File: src/rtl/pattern_sender.sv
// -----------------------------------------------------------------------------
// pattern_sender
//
// Serial transmitter for short switch-pattern codes. A start request latches a
// WIDTH-bit code and a frame count, then shifts the code out MSB first once per
// frame. Consecutive frames are separated by GAP_CYCLES idle cycles, and a
// one-cycle done pulse follows the last frame.
//
// Ports:
//   clk           system clock, all state changes on the rising edge
//   reset         synchronous, active-high reset
//   start         transmit request, only looked at while idle
//   code          pattern to send, captured when start is accepted
//   repeat_count  number of frames to send, captured when start is accepted
//   serial_out    current serial bit (0 whenever bit_valid is low)
//   bit_valid     serial_out carries a code bit
//   frame_start   one-cycle pulse alongside the MSB of every frame
//   busy          transmitter is shifting or waiting in an inter-frame gap
//   done          one-cycle pulse after the last frame has been sent
//
// Timing: every output is a register loaded from a decode of the current
// state, so outputs trail the state by one cycle. For a start accepted at
// edge T the MSB is visible after edge T+1, frame k starts after edge
// T+1+k*(WIDTH+GAP_CYCLES), and done is visible the cycle after the final bit.
// -----------------------------------------------------------------------------
module pattern_sender #(
  parameter int WIDTH      = 4,
  parameter int GAP_CYCLES = 2,
  parameter int CNT_W      = 4
) (
  input  logic             clk,
  input  logic             reset,
  input  logic             start,
  input  logic [WIDTH-1:0] code,
  input  logic [CNT_W-1:0] repeat_count,
  output logic             serial_out,
  output logic             bit_valid,
  output logic             frame_start,
  output logic             busy,
  output logic             done
);

  // Bit index only ever needs to address WIDTH positions.
  localparam int IDX_W = (WIDTH > 1) ? $clog2(WIDTH) : 1;
  // Gap counter counts GAP_CYCLES-1 down to 0.
  localparam int GAP_W = (GAP_CYCLES > 1) ? $clog2(GAP_CYCLES) : 1;

  localparam logic [IDX_W-1:0] IDX_MSB  = IDX_W'(WIDTH - 1);
  localparam logic [GAP_W-1:0] GAP_LOAD = GAP_W'(GAP_CYCLES - 1);
  localparam logic [CNT_W-1:0] CNT_ZERO = '0;
  localparam logic [CNT_W-1:0] CNT_ONE  = CNT_W'(1);

  typedef enum logic [1:0] {
    S_IDLE  = 2'd0,
    S_SHIFT = 2'd1,
    S_GAP   = 2'd2,
    S_DONE  = 2'd3
  } state_t;

  // ---------------------------------------------------------------------------
  // State and datapath registers
  // ---------------------------------------------------------------------------
  state_t           r_state;
  logic [WIDTH-1:0] r_code;
  logic [CNT_W-1:0] r_frames;    // frames still to send, including current one
  logic [IDX_W-1:0] r_bit_idx;
  logic [GAP_W-1:0] r_gap_cnt;

  // Registered outputs
  logic r_serial_out;
  logic r_bit_valid;
  logic r_frame_start;
  logic r_busy;
  logic r_done;

  // ---------------------------------------------------------------------------
  // Next-state values
  // ---------------------------------------------------------------------------
  state_t           w_state_next;
  logic [WIDTH-1:0] w_code_next;
  logic [CNT_W-1:0] w_frames_next;
  logic [IDX_W-1:0] w_bit_idx_next;
  logic [GAP_W-1:0] w_gap_cnt_next;

  logic w_serial_out;
  logic w_bit_valid;
  logic w_frame_start;
  logic w_busy;
  logic w_done;

  // Current code bit, selected by the bit index.
  logic w_code_bit;
  assign w_code_bit = r_code[r_bit_idx];

  // ---------------------------------------------------------------------------
  // Next-state and output decode
  // ---------------------------------------------------------------------------
  always_comb begin
    w_state_next   = r_state;
    w_code_next    = r_code;
    w_frames_next  = r_frames;
    w_bit_idx_next = r_bit_idx;
    w_gap_cnt_next = r_gap_cnt;

    w_serial_out   = 1'b0;
    w_bit_valid    = 1'b0;
    w_frame_start  = 1'b0;
    w_busy         = 1'b0;
    w_done         = 1'b0;

    case (r_state)
      S_IDLE: begin
        if (start) begin
          w_code_next   = code;
          w_frames_next = repeat_count;
          if (repeat_count == CNT_ZERO) begin
            // Nothing to send: report completion straight away.
            w_state_next = S_DONE;
          end else begin
            w_state_next   = S_SHIFT;
            w_bit_idx_next = IDX_MSB;
          end
        end
      end

      S_SHIFT: begin
        w_serial_out  = w_code_bit;
        w_bit_valid   = 1'b1;
        w_busy        = 1'b1;
        w_frame_start = (r_bit_idx == IDX_MSB);

        if (r_bit_idx == '0) begin
          // End of frame. The frame counter saturates at zero; the bit
          // index is left at zero and only reloaded when SHIFT is re-entered.
          w_frames_next = (r_frames != CNT_ZERO) ? (r_frames - CNT_ONE) : CNT_ZERO;
          if (r_frames > CNT_ONE) begin
            w_state_next   = S_GAP;
            w_gap_cnt_next = GAP_LOAD;
          end else begin
            w_state_next = S_DONE;
          end
        end else begin
          w_bit_idx_next = r_bit_idx - IDX_W'(1);
        end
      end

      S_GAP: begin
        w_busy = 1'b1;
        if (r_gap_cnt == '0) begin
          w_state_next   = S_SHIFT;
          w_bit_idx_next = IDX_MSB;
        end else begin
          w_gap_cnt_next = r_gap_cnt - GAP_W'(1);
        end
      end

      S_DONE: begin
        // start is deliberately not examined here; a held request is taken
        // in the following IDLE cycle.
        w_done       = 1'b1;
        w_state_next = S_IDLE;
      end

      default: begin
        w_state_next = S_IDLE;
      end
    endcase
  end

  // ---------------------------------------------------------------------------
  // State register; reset clears state, counters and every output together,
  // so an abort mid-frame produces no trailing done pulse.
  // ---------------------------------------------------------------------------
  always_ff @(posedge clk) begin
    if (reset) begin
      r_state       <= S_IDLE;
      r_code        <= '0;
      r_frames      <= '0;
      r_bit_idx     <= '0;
      r_gap_cnt     <= '0;
      r_serial_out  <= 1'b0;
      r_bit_valid   <= 1'b0;
      r_frame_start <= 1'b0;
      r_busy        <= 1'b0;
      r_done        <= 1'b0;
    end else begin
      r_state       <= w_state_next;
      r_code        <= w_code_next;
      r_frames      <= w_frames_next;
      r_bit_idx     <= w_bit_idx_next;
      r_gap_cnt     <= w_gap_cnt_next;
      r_serial_out  <= w_serial_out;
      r_bit_valid   <= w_bit_valid;
      r_frame_start <= w_frame_start;
      r_busy        <= w_busy;
      r_done        <= w_done;
    end
  end

  assign serial_out  = r_serial_out;
  assign bit_valid   = r_bit_valid;
  assign frame_start = r_frame_start;
  assign busy        = r_busy;
  assign done        = r_done;

endmodule
File: config.mk
export PLATFORM = sky130hd
export DESIGN_NAME = pattern_sender
export DESIGN_NICKNAME = d
export VERILOG_FILES = /design/src/rtl/pattern_sender.sv
export SDC_FILE = /design/constraint.sdc
export NUM_CORES = 1
export LEC_CHECK = 0
export CAP_MARGIN = 20
export CORE_MARGIN = 1.5
export CORE_UTILIZATION = 45
export CTS_BUF_LIST = sky130_fd_sc_hd__clkbuf_16
export CTS_CLUSTER_DIAMETER = 150
export DETAILED_ROUTE_END_ITERATION = 12
export PLACE_DENSITY = 0.72
export RECOVER_POWER = 100
export SYNTH_ARGS = -nofsm -noshare
export SYNTH_HDL_FRONTEND = slang
export SYNTH_SLANG_ARGS = --single-unit
File: constraint.sdc
create_clock -name clk -period 1.62 [get_ports clk]
set_input_delay 0.243 -clock clk [delete_from_list [all_inputs] [get_ports clk]]
set_output_delay 0.243 -clock clk [all_outputs]
set_load 0.03 [all_outputs]
==> impl_metrics.env, run 1 <==
export IMPL_die_h_um=48.4
export IMPL_critPathMaxStageDelay_ps=370
export IMPL_grt_first_pass_wirelength_mm=3.68
export IMPL_die_w_um=48.4
export IMPL_synth_seq_cells=18
export IMPL_final_hold_viol_count=0
export IMPL_design_die_area_um2=2340
export IMPL_vias=880
export IMPL_worst_pin_slew_ps=370
export IMPL_path_max_fanout=4
export IMPL_viasPerCell=5.40
export IMPL_vdd_drop_max_uv=1070
export IMPL_critPathBufInv=2
export IMPL_wl_mm=2.24
export IMPL_grt_max_degree=16
export IMPL_crit_path_end_kind="flop"
export IMPL_path_clk_slew_ps=50
export IMPL_grt_overflow_total=0
export IMPL_period_minus_slack_ps=1610
export IMPL_crit_path_cell_trace="inv_4, ha_4, nor2b_4, buf_6, a2111oi_4, and4_1, nor3_1"
export IMPL_status="finished, final reports clean"
export IMPL_syn_to_final_growth_pct=49.5
export IMPL_hpwl_mm=1.64
export IMPL_synth_nets=121
export IMPL_fin_nets=155
export IMPL_port_buffers=15
export IMPL_ys_warn_count=0
export IMPL_crit_family="simple AND/OR/NAND/NOR gates"
export IMPL_critPathArrivalTime_ps=1750
export IMPL_yosysUniqueCellTypes=33
export IMPL_rows=16
export IMPL_clk_path_buf_depth=2
export IMPL_cp_start_kind="flop"
export IMPL_routedWlPerCell_um=13.7
export IMPL_clockRootBuffer="clkbuf_16"
export IMPL_final_util_pct=71.4
export IMPL_antenna_found_initial=0
export IMPL_drtIter0Drc=11
export IMPL_hold_depth=2
export IMPL_pin_count=16
export IMPL_cts_tree="yes"
export IMPL_cpMaxStageDelayCell="dfxtp_4"
export IMPL_hp_class="reg2reg"
export IMPL_cts_htree_levels=1
export IMPL_n_antenna_cell=0
export IMPL_coreArea_um2=1940
export IMPL_clk_latency_ps=250
export IMPL_drt_pass1_iterations=4
export IMPL_final_max_slew_violation_count=0
export IMPL_first_global_vias=859
export IMPL_relSlewSlack_pct=75.3
export IMPL_cap_violations=0
export IMPL_ant_nets=0
export IMPL_synth_seq_area_share_pct=38.9
export IMPL_path_class="reg2reg"
export IMPL_critical_path_required_ps=1760
export IMPL_ff2ff_path_depth=7
export IMPL_cts_buffers=3
export IMPL_clock_fmax_mhz=619
export IMPL_p_per_area_nw_per_um2=1940
export IMPL_syn_area_um2=927
export IMPL_start_util_pct=47.7
export IMPL_finalPower_uw=2690
export IMPL_drive_gt1_share_pct=27.9
export IMPL_period_share_pct=99.7
export IMPL_gp_congestion=0.768
export IMPL_setup_violations=0
export IMPL_rsz0062_at_grt="true"
export IMPL_drc=0
export IMPL_p_leak_uw=0.000545
export IMPL_clkSinkCount=18
export IMPL_fin_tns_setup_ps=0
export IMPL_cp_num_cells=7
export IMPL_groute_usage_overall_pct=20.2
export IMPL_syn_area_per_cell_um2=9.00
export IMPL_postSynthCellCount=103
export IMPL_finClkSkew_ps=0.505
tightest hold or removal path: stages, from the launching register on:
cell     delay (ps)
dfxtp_1         300
nand2_1          50
a21oi_1          50
Yosys cell counts, drive strengths merged:
cell     instances  share of area, %
o41ai            1              0.94
inv              5               2.0
nand3            5               2.7
dfxtp           18                39
a21oi           11               6.3
o221ai           1              0.94
buf              2               1.8
o21ai            2               1.1
o21a             1              0.81
nor2             6               2.4
a2111oi          1               1.6
and4             2               1.9
a22oi            1              0.81
a311o            1               1.1
nand2           10               4.0
nand4b           1              0.94
ha               7               9.4
nor3             6               3.2
nand4            1              0.68
and2             3               2.0
nor2b            5               5.0
and3             1              0.68
mux4             1               2.4
nor4             2               1.3
nand2b           1              0.68
a211oi           3               2.4
or3              2               1.9
clkbuf           2              0.81
mux2i            1               1.1
timing repair:
action	4_1_cts	5_1_grt
endpoints found under the setup margin	6	7
hold buffers	0	0
resized for setup	4	4
pin swaps	1	6
setup buffers	2	1
gates cloned	0	0
through the flow:
step / area (um^2) / hold WS, ps / setup slack, ps / instances
5_1_grt: 1390 / 483 / -59.9 / 163
2_1_floorplan: 971 / 315 / -63.4 / 103
4_1_cts: 1360 / 453 / 1.24 / 162
6_report: 1390 / 454 / 5.38 / 163
3_3_place_gp: 1240 / 443 / -224 / 156
3_5_place_dp: 1240 / 446 / -224 / 156
layer usage:
| layer | up-vias | global-route usage, % | share of wire [%] |
|---|---|---|---|
| li1 | 437 | - | - |
| met1 | 424 | 22.2 | 41 |
| met2 | 15 | 38.4 | 56 |
| met3 | 4 | 2.78 | 2.1 |
| met4 | 0 | 8.57 | 1.3 |
| met5 | - | 0 | 0 |
cells by family after synthesis:
logic type	count (synthesis)	share of synthesized area, %
AO/OA/AOI/OAI	22	16.1
adder cells (fa/ha/maj)	7	9.45
buffers and inverters	9	4.59
multiplexers	2	3.51
flip-flops	18	38.9
AND/OR/NAND/NOR	45	27.5
placed cells by master (no fill, tap or decap), drive strengths merged:
| cell type | synthesis | routed |
|---|---|---|
| nand3 | 5 | 5 |
| mux2i | 1 | 1 |
| dfxtp | 18 | 18 |
| clkinv | 0 | 1 |
| a211oi | 3 | 3 |
| o41ai | 1 | 1 |
| nor3 | 6 | 6 |
| nand4 | 1 | 1 |
| dlygate4sd3 | 0 | 1 |
| nand4b | 1 | 1 |
| o221ai | 1 | 1 |
| nor2 | 6 | 6 |
| a311o | 1 | 1 |
| nor4 | 2 | 2 |
| nor2b | 5 | 5 |
| and2 | 3 | 3 |
| nand2 | 10 | 10 |
| clkdlybuf4s50 | 0 | 14 |
| ha | 7 | 7 |
| inv | 5 | 5 |
| and3 | 1 | 1 |
| clkbuf | 2 | 4 |
| mux4 | 1 | 1 |
| nand2b | 1 | 1 |
| a22oi | 1 | 1 |
| buf | 2 | 17 |
| o21ai | 2 | 2 |
| and4 | 2 | 2 |
| a2111oi | 1 | 1 |
| or3 | 2 | 2 |
| a21oi | 11 | 11 |
| o21a | 1 | 1 |
worst paths after layout:
kind | start | end | slack (ps)
max | r_state[0]$_SDFFE_PP0P_ | r_bit_idx[1]$_SDFFE_PP0P_ | 5
min | r_code[3]$_SDFFE_PP0P_ | r_code[3]$_SDFFE_PP0P_ | 450
max reg2reg | r_state[0]$_SDFFE_PP0P_ | r_bit_idx[1]$_SDFFE_PP0P_ | 5
min reg2reg | r_code[3]$_SDFFE_PP0P_ | r_code[3]$_SDFFE_PP0P_ | 450
report_power, final:
group | leakage [uW] | internal, uW | switching [uW]
sequential | 0.000149 | 589 | 113
combinational | 0.000358 | 746 | 749
clock | 0.0000385 | 328 | 162
total | 0.000545 | 1660 | 1030
state kept, by name, summed over array words and instances, names as in the netlist:
register / cells
serial_out: 1
r_frames: 4
r_gap_cnt: 1
r_code: 4
frame_start: 1
r_state: 2
r_bit_idx: 2
busy: 1
done: 1
bit_valid: 1
final cells by class:
class | count | area (um^2)
clock buffers | 3 | 75.1
inverters | 5 | 23.8
multi-input cells | 76 | 593
fillers | 150 | 556
repair buffers | 33 | 289
clock inverters | 1 | 3.75
flip-flops and latches | 18 | 368
well taps | 27 | 33.8
Note: power is estimated with default switching activity, not from simulation.
==> run 2, diff against run 1 <==
Settings changed: ABC_CLOCK_PERIOD_IN_PS set to 1620, SLEW_MARGIN set to 20.
==> results of run 2 <==
Same layout as run 1: the final DEF is identical, and so are final timing and power.
==> run 3, diff against run 2 <==
Settings changed: CORE_UTILIZATION 45 to 34, PLACE_DENSITY 0.72 to unset.
==> run 3 against run 2 <==
  * Combinational power is essentially flat
  * Sequential power up 0.7%
  * Total power increased by 1.1%
  * Critical path type unchanged
  * Critical endpoint is now r_bit_idx[0]$_SDFFE_PP0P_
  * Highest routed layer unchanged
==> impl_metrics.env, run 3 (synthesis results as in run 1) <==
export IMPL_die_h_um=55.2
export IMPL_reg_largest_list="r_code x4, r_frames x4"
export IMPL_cts_htree_levels=1
export IMPL_r2r_start="r_state[0]$_SDFFE_PP0P_"
export IMPL_holdPathEnd="r_code[1]$_SDFFE_PP0P_"
export IMPL_viasPerCell=5.05
export IMPL_port_buffers=15
export IMPL_pin_count=16
export IMPL_routedWlPerCell_um=13.3
export IMPL_final_util_pct=56.0
export IMPL_crit_path_end_kind="flop"
export IMPL_hp_class="reg2reg"
export IMPL_vdd_drop_max_uv=1380
export IMPL_finClkSkew_ps=2.10
export IMPL_start_util_pct=36.8
export IMPL_rsz0062_at_grt="true"
export IMPL_status="finished, final reports clean"
export IMPL_drtIter0Drc=5
export IMPL_fillers=239
export IMPL_rows=18
export IMPL_critPathArrivalTime_ps=1750
export IMPL_timing_rr_end="r_bit_idx[0]$_SDFFE_PP0P_"
export IMPL_vias=858
export IMPL_clk_latency_ps=250
export IMPL_cp_start_kind="flop"
export IMPL_n_antenna_cell=0
export IMPL_clock_fmax_mhz=620
export IMPL_gp_congestion=0.924
export IMPL_path_class="reg2reg"
export IMPL_final_cell_mix="buf_4 (19), dfxtp_1 (16), clkdlybuf4s50_1 (15)"
export IMPL_grt_first_pass_wirelength_mm=3.64
export IMPL_drc=0
export IMPL_grt_max_degree=12
export IMPL_grt_overflow_total=0
export IMPL_hpwl_mm=1.66
export IMPL_setup_ws_ps=6.68
export IMPL_period_share_pct=99.6
export IMPL_final_max_slew_violation_count=0
export IMPL_clk_path_buf_depth=2
export IMPL_worst_pin_slew_ps=336
export IMPL_design_area_um2=1410
export IMPL_mostFrequentLayoutCell="buf_4"
export IMPL_p_leak_uw=0.000556
export IMPL_hold_depth=2
export IMPL_clockRootBuffer="clkbuf_16"
export IMPL_place_area_um2=1280
export IMPL_antenna_found_initial=0
export IMPL_coreArea_um2=2520
export IMPL_setup_violations=0
export IMPL_fin_nets=159
export IMPL_cts_tree="yes"
export IMPL_cap_violations=0
export IMPL_design_die_area_um2=3050
export IMPL_syn_to_final_growth_pct=52.2
export IMPL_p_per_area_nw_per_um2=1930
export IMPL_path_clk_slew_ps=50
export IMPL_layout_cells_non_filler=170
export IMPL_min_from="r_code[1]$_SDFFE_PP0P_"
export IMPL_fin_tns_setup_ps=0
export IMPL_path_max_fanout=4
export IMPL_critical_path_required_ps=1760
export IMPL_first_global_vias=813
export IMPL_drt_pass1_iterations=4
export IMPL_ant_nets=0
export IMPL_drive_gt1_share_pct=27.9
export IMPL_dp_cells=164
export IMPL_cts_buffers=3
export IMPL_clkSinkCount=18
export IMPL_groute_usage_overall_pct=15.1
export IMPL_final_hold_viol_count=0
export IMPL_period_minus_slack_ps=1610
export IMPL_setup_reg_to_reg_worst_slack_ps=7
export IMPL_wl_mm=2.26
export IMPL_ff2ff_path_depth=7
export IMPL_die_w_um=55.2
export IMPL_relSlewSlack_pct=77.6
export IMPL_pre_cts_slack_ps=-110
-- run 3: critical path: stages, from the launching register on --
cell,delay [ps]
dfxtp_4,370
inv_4,50
ha_4,160
nor2b_4,130
buf_6,120
a2111oi_4,340
and4_1,280
nor3_2,50
-- run 3: how the worst max path moves through the flow --
stage / start / to / slack, ps / cells past startpoint
after global routing: r_state[0]$_SDFFE_PP0P_ / r_bit_idx[0]$_SDFFE_PP0P_ / -70 / 7
after detailed placement: start / r_frames[1]$_SDFFE_PP0P_ / -110 / 5
final: r_state[0]$_SDFFE_PP0P_ / r_bit_idx[0]$_SDFFE_PP0P_ / 7 / 7
after CTS: r_state[1]$_SDFFE_PP0P_ / r_state[1]$_SDFFE_PP0P_ / 30 / 8
after global placement: start / r_frames[1]$_SDFFE_PP0P_ / -100 / 5
after floorplan: r_state[1]$_SDFFE_PP0P_ / r_frames[1]$_SDFFE_PP0P_ / -60 / 7
-- run 3: final cells by class --
| class | instances | area (um^2) | share of cell area (%) |
|---|---|---|---|
| flip-flops and latches | 18 | 368 | 26.1 |
| inverters | 5 | 23.8 | 1.68 |
| multi-input cells | 76 | 592 | 41.9 |
| clock inverters | 1 | 3.75 | 0.266 |
| well taps | 30 | 37.5 | 2.66 |
| clock buffers | 3 | 75.1 | 5.32 |
| repair buffers | 37 | 312 | 22.1 |
-- run 3: power by group --
group          internal (uW)  total [uW]  switching [uW]
clock network            328         502             174
registers                589         708             119
logic                    784        1510             723
total                   1700        2720            1020
-- run 3: metrics by stage --
step / hold slack, ps / power, uW
finish: 452 / 2720
global route: 482 / 2900
CTS: 453 / 2660
detailed placement: 445 / 2080
global placement: 440 / 2060
floorplan: 315 / 1590
-- run 3: what timing repair did --
action | 4_1_cts | 5_1_grt
resized for setup | 3 | 4
pin swaps | 2 | 5
endpoints found under the setup margin | 5 | 7
buffers inserted | 1 | 1
hold endpoints to repair | 0 | 0
hold buffers | 0 | 0
-- run 3: routing by layer --
| layer | share of wire [%] | global-route usage (%) | wire length [um] |
|---|---|---|---|
| met1 | 47 | 18.8 | 1070 |
| met2 | 48 | 25.0 | 1090 |
| met3 | 3.5 | 4.92 | 78 |
| met4 | 0.75 | 4.18 | 17 |
| met5 | 0 | 0 | 0 |
